==> config.mk <==
export PLATFORM = sky130hd
export DESIGN_NAME = remote_key_sched
export DESIGN_NICKNAME = d
export VERILOG_FILES = /design/src/rtl/remote_key_pkg.sv /design/src/rtl/key_fifo.sv /design/src/rtl/remote_key_sched.sv
export SDC_FILE = /design/constraint.sdc
export NUM_CORES = 1
export LEC_CHECK = 0
export ABC_AREA = 1
export BUFFER_PORTS_ARGS = -buffer_cell sky130_fd_sc_hd__buf_2
export CELL_PAD_IN_SITES_DETAIL_PLACEMENT = 0
export CELL_PAD_IN_SITES_GLOBAL_PLACEMENT = 2
export CORE_MARGIN = 5
export CORE_UTILIZATION = 34
export DETAILED_ROUTE_END_ITERATION = 10
export GPL_ROUTABILITY_DRIVEN = 0
export PLACE_DENSITY = 0.81
export REMOVE_ABC_BUFFERS = 1
export SLEW_MARGIN = 20
export SYNTH_ARGS = -nofsm -noshare
export SYNTH_HDL_FRONTEND = slang
export SYNTH_HIERARCHICAL = 1
export SYNTH_SLANG_ARGS = --single-unit
export TNS_END_PERCENT = 10
==> constraint.sdc <==
create_clock -name sys_clk -period 3.2 [get_ports sys_clk]
set_input_delay 0.16 -clock sys_clk [delete_from_list [all_inputs] [get_ports sys_clk]]
set_output_delay 0.16 -clock sys_clk [all_outputs]
set_load 0.03 [all_outputs]
==> src/rtl/remote_key_pkg.sv <==
// Shared types and sizes for the IR remote key scheduler.
package remote_key_pkg;

    typedef enum logic [1:0] {
        ST_IDLE  = 2'd0,
        ST_PRESS = 2'd1,
        ST_AUTO  = 2'd2
    } key_state_t;

    localparam int FIFO_DEPTH = 4;
    localparam int PTR_W      = 2;
    localparam int CNT_W      = 3;
    localparam int ENTRY_W    = 9;
    localparam int MS_TMR_W   = 10;

    typedef logic [MS_TMR_W-1:0] ms_tmr_t;

    // Key events are stored as {rpt, code}.
    function automatic logic [ENTRY_W-1:0] pack_entry(input logic rpt, input logic [7:0] code);
        return {rpt, code};
    endfunction

endpackage

==> src/rtl/key_fifo.sv <==
// Four-entry show-ahead key-event FIFO; head is valid whenever empty is low.
import remote_key_pkg::*;

module key_fifo (
    input  logic               clk,
    input  logic               rst_n,
    input  logic               push,
    input  logic [ENTRY_W-1:0] push_data,
    input  logic               pop,
    output logic               full,
    output logic               empty,
    output logic [ENTRY_W-1:0] head
);

    logic [ENTRY_W-1:0] mem [FIFO_DEPTH];
    logic [PTR_W-1:0]   wr_ptr;
    logic [PTR_W-1:0]   rd_ptr;
    logic [CNT_W-1:0]   count;
    logic               push_ok;
    logic               pop_ok;

    assign full    = (count == CNT_W'(FIFO_DEPTH));
    assign empty   = (count == '0);
    assign pop_ok  = pop & ~empty;
    // A pop frees the slot in the same cycle, so a full FIFO still accepts.
    assign push_ok = push & (~full | pop_ok);
    assign head    = mem[rd_ptr];

    // Storage array, no reset needed: contents are only visible through count.
    always_ff @(posedge clk) begin
        if (push_ok) begin
            mem[wr_ptr] <= push_data;
        end
    end

    // Pointers wrap naturally at the array depth; count tracks occupancy.
    always_ff @(posedge clk or negedge rst_n) begin
        if (!rst_n) begin
            wr_ptr <= '0;
            rd_ptr <= '0;
            count  <= '0;
        end else begin
            if (push_ok) begin
                wr_ptr <= wr_ptr + 1'b1;
            end
            if (pop_ok) begin
                rd_ptr <= rd_ptr + 1'b1;
            end
            case ({push_ok, pop_ok})
                2'b10:   count <= count + 1'b1;
                2'b01:   count <= count - 1'b1;
                default: count <= count;
            endcase
        end
    end

endmodule

==> src/rtl/remote_key_sched.sv <==
// IR remote key scheduler: press/auto-repeat FSM, key-event queue and
// frame-synchronised display update.
//
//   state    | meaning
//   ---------+----------------------------------------------------------
//   ST_IDLE  | no key held; repeat frames ignored
//   ST_PRESS | key pressed, waiting out the hold delay before auto-repeat
//   ST_AUTO  | auto-repeating every repeat period while repeat frames arrive
import remote_key_pkg::*;

module remote_key_sched #(
    parameter int CLK_FREQ    = 50_000_000,
    parameter int HOLD_DLY_MS = 500,
    parameter int RPT_PER_MS  = 100,
    parameter int RELEASE_MS  = 120
) (
    input  logic       sys_clk,
    input  logic       sys_rst_n,
    input  logic       data_en,
    input  logic [7:0] data,
    input  logic       repeat_en,
    input  logic       frame_sync,
    output logic       key_valid,
    output logic [7:0] key_code,
    output logic       key_rpt,
    input  logic       key_ready,
    output logic       key_held,
    output logic [7:0] disp_code,
    output logic       disp_upd,
    output logic       fifo_ovf
);

    localparam int TICK_DIV = CLK_FREQ / 1000;
    localparam int PRE_W    = (TICK_DIV > 1) ? $clog2(TICK_DIV) : 1;
    localparam logic [PRE_W-1:0] PRE_MAX = PRE_W'(TICK_DIV - 1);
    localparam ms_tmr_t HOLD_LIM = ms_tmr_t'(HOLD_DLY_MS);
    localparam ms_tmr_t RPT_LIM  = ms_tmr_t'(RPT_PER_MS);
    localparam ms_tmr_t REL_LIM  = ms_tmr_t'(RELEASE_MS);

    key_state_t         state;
    key_state_t         state_nxt;
    logic [PRE_W-1:0]   pre_cnt;
    logic               tick;
    ms_tmr_t            hold_tmr;
    ms_tmr_t            rel_tmr;
    logic [7:0]         code_q;
    logic               push;
    logic               push_rpt;
    logic               hold_clr;
    logic               rel_clr;
    logic [7:0]         push_code;
    logic               fifo_full;
    logic               fifo_empty;
    logic               fifo_pop;
    logic [ENTRY_W-1:0] fifo_head;
    logic               fs_q;
    logic               fs_rise;
    logic               pending;
    logic [7:0]         pend_code;

    assign tick = (pre_cnt == PRE_MAX);

    // Free-running millisecond prescaler.
    always_ff @(posedge sys_clk or negedge sys_rst_n) begin
        if (!sys_rst_n) begin
            pre_cnt <= '0;
        end else if (tick) begin
            pre_cnt <= '0;
        end else begin
            pre_cnt <= pre_cnt + 1'b1;
        end
    end

    // FSM state register and latched key code.
    always_ff @(posedge sys_clk or negedge sys_rst_n) begin
        if (!sys_rst_n) begin
            state  <= ST_IDLE;
            code_q <= '0;
        end else begin
            state <= state_nxt;
            if (data_en) begin
                code_q <= data;
            end
        end
    end

    // Next state and push decisions: new frame beats release, release beats hold/repeat.
    always_comb begin
        state_nxt = state;
        push      = 1'b0;
        push_rpt  = 1'b0;
        hold_clr  = 1'b0;
        rel_clr   = 1'b0;
        if (data_en) begin
            state_nxt = ST_PRESS;
            push      = 1'b1;
            hold_clr  = 1'b1;
            rel_clr   = 1'b1;
        end else begin
            case (state)
                ST_PRESS, ST_AUTO: begin
                    if (rel_tmr >= REL_LIM) begin
                        state_nxt = ST_IDLE;
                    end else begin
                        rel_clr = repeat_en;
                        if (hold_tmr >= ((state == ST_PRESS) ? HOLD_LIM : RPT_LIM)) begin
                            push      = 1'b1;
                            push_rpt  = 1'b1;
                            hold_clr  = 1'b1;
                            state_nxt = ST_AUTO;
                        end
                    end
                end
                default: state_nxt = state;
            endcase
        end
    end

    // Millisecond timers; idle and explicit clears override the tick.
    always_ff @(posedge sys_clk or negedge sys_rst_n) begin
        if (!sys_rst_n) begin
            hold_tmr <= '0;
            rel_tmr  <= '0;
        end else begin
            if (hold_clr || state_nxt == ST_IDLE) begin
                hold_tmr <= '0;
            end else if (tick && hold_tmr != '1) begin
                hold_tmr <= hold_tmr + 1'b1;
            end
            if (rel_clr || state_nxt == ST_IDLE) begin
                rel_tmr <= '0;
            end else if (tick && rel_tmr != '1) begin
                rel_tmr <= rel_tmr + 1'b1;
            end
        end
    end

    assign push_code = data_en ? data : code_q;
    assign fifo_pop  = ~fifo_empty & key_ready;

    key_fifo u_key_fifo (
        .clk       (sys_clk),
        .rst_n     (sys_rst_n),
        .push      (push),
        .push_data (pack_entry(push_rpt, push_code)),
        .pop       (fifo_pop),
        .full      (fifo_full),
        .empty     (fifo_empty),
        .head      (fifo_head)
    );

    assign key_valid = ~fifo_empty;
    assign key_code  = fifo_empty ? 8'h00 : fifo_head[7:0];
    assign key_rpt   = ~fifo_empty & fifo_head[8];
    assign key_held  = (state != ST_IDLE);

    // Sticky overflow: a push into a full queue that is not being drained.
    always_ff @(posedge sys_clk or negedge sys_rst_n) begin
        if (!sys_rst_n) begin
            fifo_ovf <= 1'b0;
        end else if (push && fifo_full && !fifo_pop) begin
            fifo_ovf <= 1'b1;
        end
    end

    assign fs_rise = frame_sync & ~fs_q;

    // Display scheduler: remember the latest pushed code, show it on the next vsync rise.
    always_ff @(posedge sys_clk or negedge sys_rst_n) begin
        if (!sys_rst_n) begin
            fs_q      <= 1'b0;
            pending   <= 1'b0;
            pend_code <= '0;
            disp_code <= '0;
            disp_upd  <= 1'b0;
        end else begin
            fs_q     <= frame_sync;
            disp_upd <= 1'b0;
            if (fs_rise && (pending || push)) begin
                disp_code <= push ? push_code : pend_code;
                disp_upd  <= 1'b1;
                pending   <= 1'b0;
            end else if (push) begin
                pending   <= 1'b1;
                pend_code <= push_code;
            end
        end
    end

endmodule
==> reports/metrics.cfg <==
[worst_setup_path]
worstReg2RegStart = state[0]$_DFF_PN0_
crit_buf_inv = 2
crit_slowest_cell = dfrtp_1
path_common_cell = nand2_1
max_stage_delay_ns = 0.41
cp_max_fo = 12
cp_top_family = adder cells
rrSetupSlack_ns = 0.53
path_class = flip-flop to flip-flop
r2r_end = u_key_fifo/count[2]$_DFFE_PN0P_
cp-start-kind = flip-flop
arrival_ns = 2.92
cp_data_required_time_ns = 3.45
ff2ff_path_depth = 17
path_cells = ha_1 -> inv_1 -> ha_1 -> o21ai_0 -> nand2_1 -> nand2_1 -> nand2_1 -> nand3_4 -> nand2_2 -> nand2_4 -> ha_1 -> inv_1 -> fa_1 -> nand2_1 -> nand3_1 -> nand2_1 -> nand2_1
cp-end-kind = flip-flop

[synth]
synthDistinctLibCells = 35
synth_top_flop_cell = dfrtp_1
yosysSeqAreaShare_pct = 52.8
yosysMostFrequentCell = nand2_1
syn-cell-area_sq_um = 5500
syn_area_per_cell_sq_um = 8.68
synth_edf_count = 36
syn-instance-count = 634
synth_top_cell_area_share_pct = 33.2
yosys_warnings = 6
async_flop_share_pct = 67.0
ys_top_cells_by_area = dfrtp_1 (33%), edfxtp_1 (20%), nand2_1 (11%)
synth_commonest_cells = nand2_1 (164), nor2_1 (96), dfrtp_1 (73), inv_1 (71), nand3_1 (43)
yosysTopAreaCell = dfrtp_1
ys_seq_elements = 109

[cts]
cts_buffer_depth = 2
cts.sinks = 109
root_buffer = clkbuf_16
cts_max_level = 3
clkTransAtPathRegs_ns = 0.08
cts_made_buffers = 9
cts_tree = built
clock_latency_ns = 0.36

[routing]
viasPerCell = 4.56
top_layer = met4
drt_iter0_markers = 246
drt_wl_total_microns = 11500
num_vias = 4076
drc = 0
route.met3.wl_microns = 541
wl_per_cell_microns = 12.8
first_pass_iters = 4
wl_met1_microns = 5750
wl_met2_microns = 5080
ant_nets = 0

[sta]
timing.final.crit_share_pct = 83.5
drv_slew = 0
skew_ns = 0.0105
slew_headroom_pct = 47.2
setup_viol = 0
period_minus_slack_ns = 2.67
tns_ns = 0
rsz0062_at_grt = no
hold_viol_final = 0
fmax_ghz = 0.374
worstMarginPinSlew_ns = 0.789

[global_routing]
grt_pass1_wl_microns = 19900
grt_overflow = 0
antenna_found_initial = 0
track_usage_pct = 13.3
grt_max_degree = 74
grt_pass1_vias = 4020

[power]
power-per-cell-area_nw_per_um2 = 658
max-vdd-ir-drop_mv = 0.307
leakage_nw = 2.84

[hold_path]
hold_depth = 3
hp-class = input pin to flip-flop
whs_endpoint = code_q[3]$_DFF_PN0_
hold_start = data[3]

[die]
die_h_microns = 137
die_w_microns = 137
initial_core_util_pct = 34.6
num_io_pins = 35
coreArea_sq_um = 15900
die_area_sq_um = 18800
rows = 46

[placed_design]
hpwlAfterDp_microns = 8080
port_buffers = 34
placed_area_sq_um = 5870

[status]
outcome = finished, final reports clean

[finish]
nNetsFinal = 703
drive_gt1_share_pct = 13.3
n_antenna_cell = 0
area_delta_synth_final_pct = 13.0
fin_area_sq_um = 6220

[job]
cap_violations = 0

==> cell type report <==
class / count / area (sq um)
clock buffers: 9 / 225
clock inverters: 7 / 93.8
fillers: 1663 / 9670
inverters: 78 / 293
multi-input cells: 433 / 2180
flip-flops and latches: 109 / 2910
well taps: 216 / 270
repair buffers: 42 / 241
==> cells in the final DEF (no fill, tap or decap), types with 2 or more instances in the layout <==
cell | synthesis | layout
nand3_4 | 2 | 2
nor2_1 | 96 | 96
buf_4 | 3 | 6
dfrtp_1 | 73 | 73
clkbuf_16 | 0 | 9
nor3_1 | 7 | 7
nand2_2 | 8 | 8
o21ai_0 | 18 | 18
a21oi_1 | 8 | 8
nand2_4 | 3 | 3
nor2_2 | 3 | 3
nor2_4 | 2 | 2
nor4_1 | 4 | 4
xor2_1 | 13 | 13
nand2_1 | 164 | 164
buf_2 | 1 | 33
ha_1 | 15 | 15
o21ai_1 | 15 | 15
nor3b_1 | 2 | 2
clkinv_8 | 0 | 3
o21bai_2 | 3 | 3
inv_6 | 0 | 2
nand4_1 | 13 | 13
inv_2 | 7 | 7
nor3_2 | 2 | 2
edfxtp_1 | 36 | 36
nand3_1 | 43 | 43
inv_1 | 71 | 71
dlygate4sd3_1 | 0 | 2
xnor2_1 | 6 | 6
==> registers in the layout (all words and copies together) (netlist names), 2 cells and up <==
register,flops
rel_tmr,10
u_key_fifo/mem,36
u_key_fifo/rd_ptr,2
u_key_fifo/wr_ptr,2
pend_code,8
state,2
hold_tmr,10
disp_code,8
u_key_fifo/count,3
code_q,8
pre_cnt,16
==> repair_timing <==
action                    in CTS  in global routing
hold endpoints to repair       3                  0
gates resized for setup        0                  0
buffers inserted               0                  0
hold buffers                   2                  0
==> metal layers <==
| metal | track usage (%) | vias to the layer above |
|---|---|---|
| met2 | 20.4 | 58 |
| li1 | - | 2102 |
| met3 | 3.10 | 8 |
| met5 | 0 | - |
| met1 | 18.9 | 1908 |
| met4 | 3.66 | 0 |
==> logic make-up (layout without fill, tap and decap cells) <==
family | Yosys count | in the layout | synth area share (%)
DFF | 109 | 109 | 52.8
buffers and inverters | 92 | 136 | 7.46
xor gates and xnor gates | 19 | 19 | 3.02
AOI/OAI and AO/OA | 47 | 47 | 4.80
adders and majority gates | 16 | 16 | 3.77
and+or+nand+nor | 351 | 351 | 28.1
==> worst max-delay path by stage <==
stage | start | endpoint | cells past startpoint
2_1_floorplan | state[0]$_DFF_PN0_ | u_key_fifo/count[2]$_DFFE_PN0P_ | 17
3_3_place_gp | state[0]$_DFF_PN0_ | u_key_fifo/count[2]$_DFFE_PN0P_ | 17
3_5_place_dp | state[0]$_DFF_PN0_ | u_key_fifo/count[2]$_DFFE_PN0P_ | 17
4_1_cts | state[0]$_DFF_PN0_ | u_key_fifo/count[2]$_DFFE_PN0P_ | 17
5_1_grt | state[0]$_DFF_PN0_ | u_key_fifo/count[2]$_DFFE_PN0P_ | 17
6_report | state[0]$_DFF_PN0_ | u_key_fifo/count[2]$_DFFE_PN0P_ | 17
==> report_power, final <==
part	leakage, nW	internal, mW	switching [mW]
sequential	1.28	1.64	0.125
clock	0.154	0.571	0.585
combinational	1.40	0.351	0.821
==> worst reg2reg max path, cell delays in order (launching register included) <==
cell and delay [ns]:
dfrtp_1 0.41, ha_1 0.20, inv_1 0.09, ha_1 0.23, o21ai_0 0.08, nand2_1 0.07
nand2_1 0.06, nand2_1 0.09, nand3_4 0.08, nand2_2 0.17, nand2_4 0.16, ha_1 0.18
inv_1 0.07, fa_1 0.38, nand2_1 0.10, nand3_1 0.08, nand2_1 0.06, nand2_1 0.04
==> through the flow <==
step                utilization [%]  hold WS (ns)  cells  total power [mW]  worst slack [ns]
finish                         39.1         0.133    894              4.09             0.528
global route                   39.1         0.143    894              4.39             0.245
CTS                            39.1         0.120    894              4.17             0.495
detailed placement             37.0         0.290    876              2.99             0.519
global placement               37.0         0.285    876              2.96             0.612
floorplan                         -        -0.136    620              2.60             0.680
(Power assumes the default switching activity.)
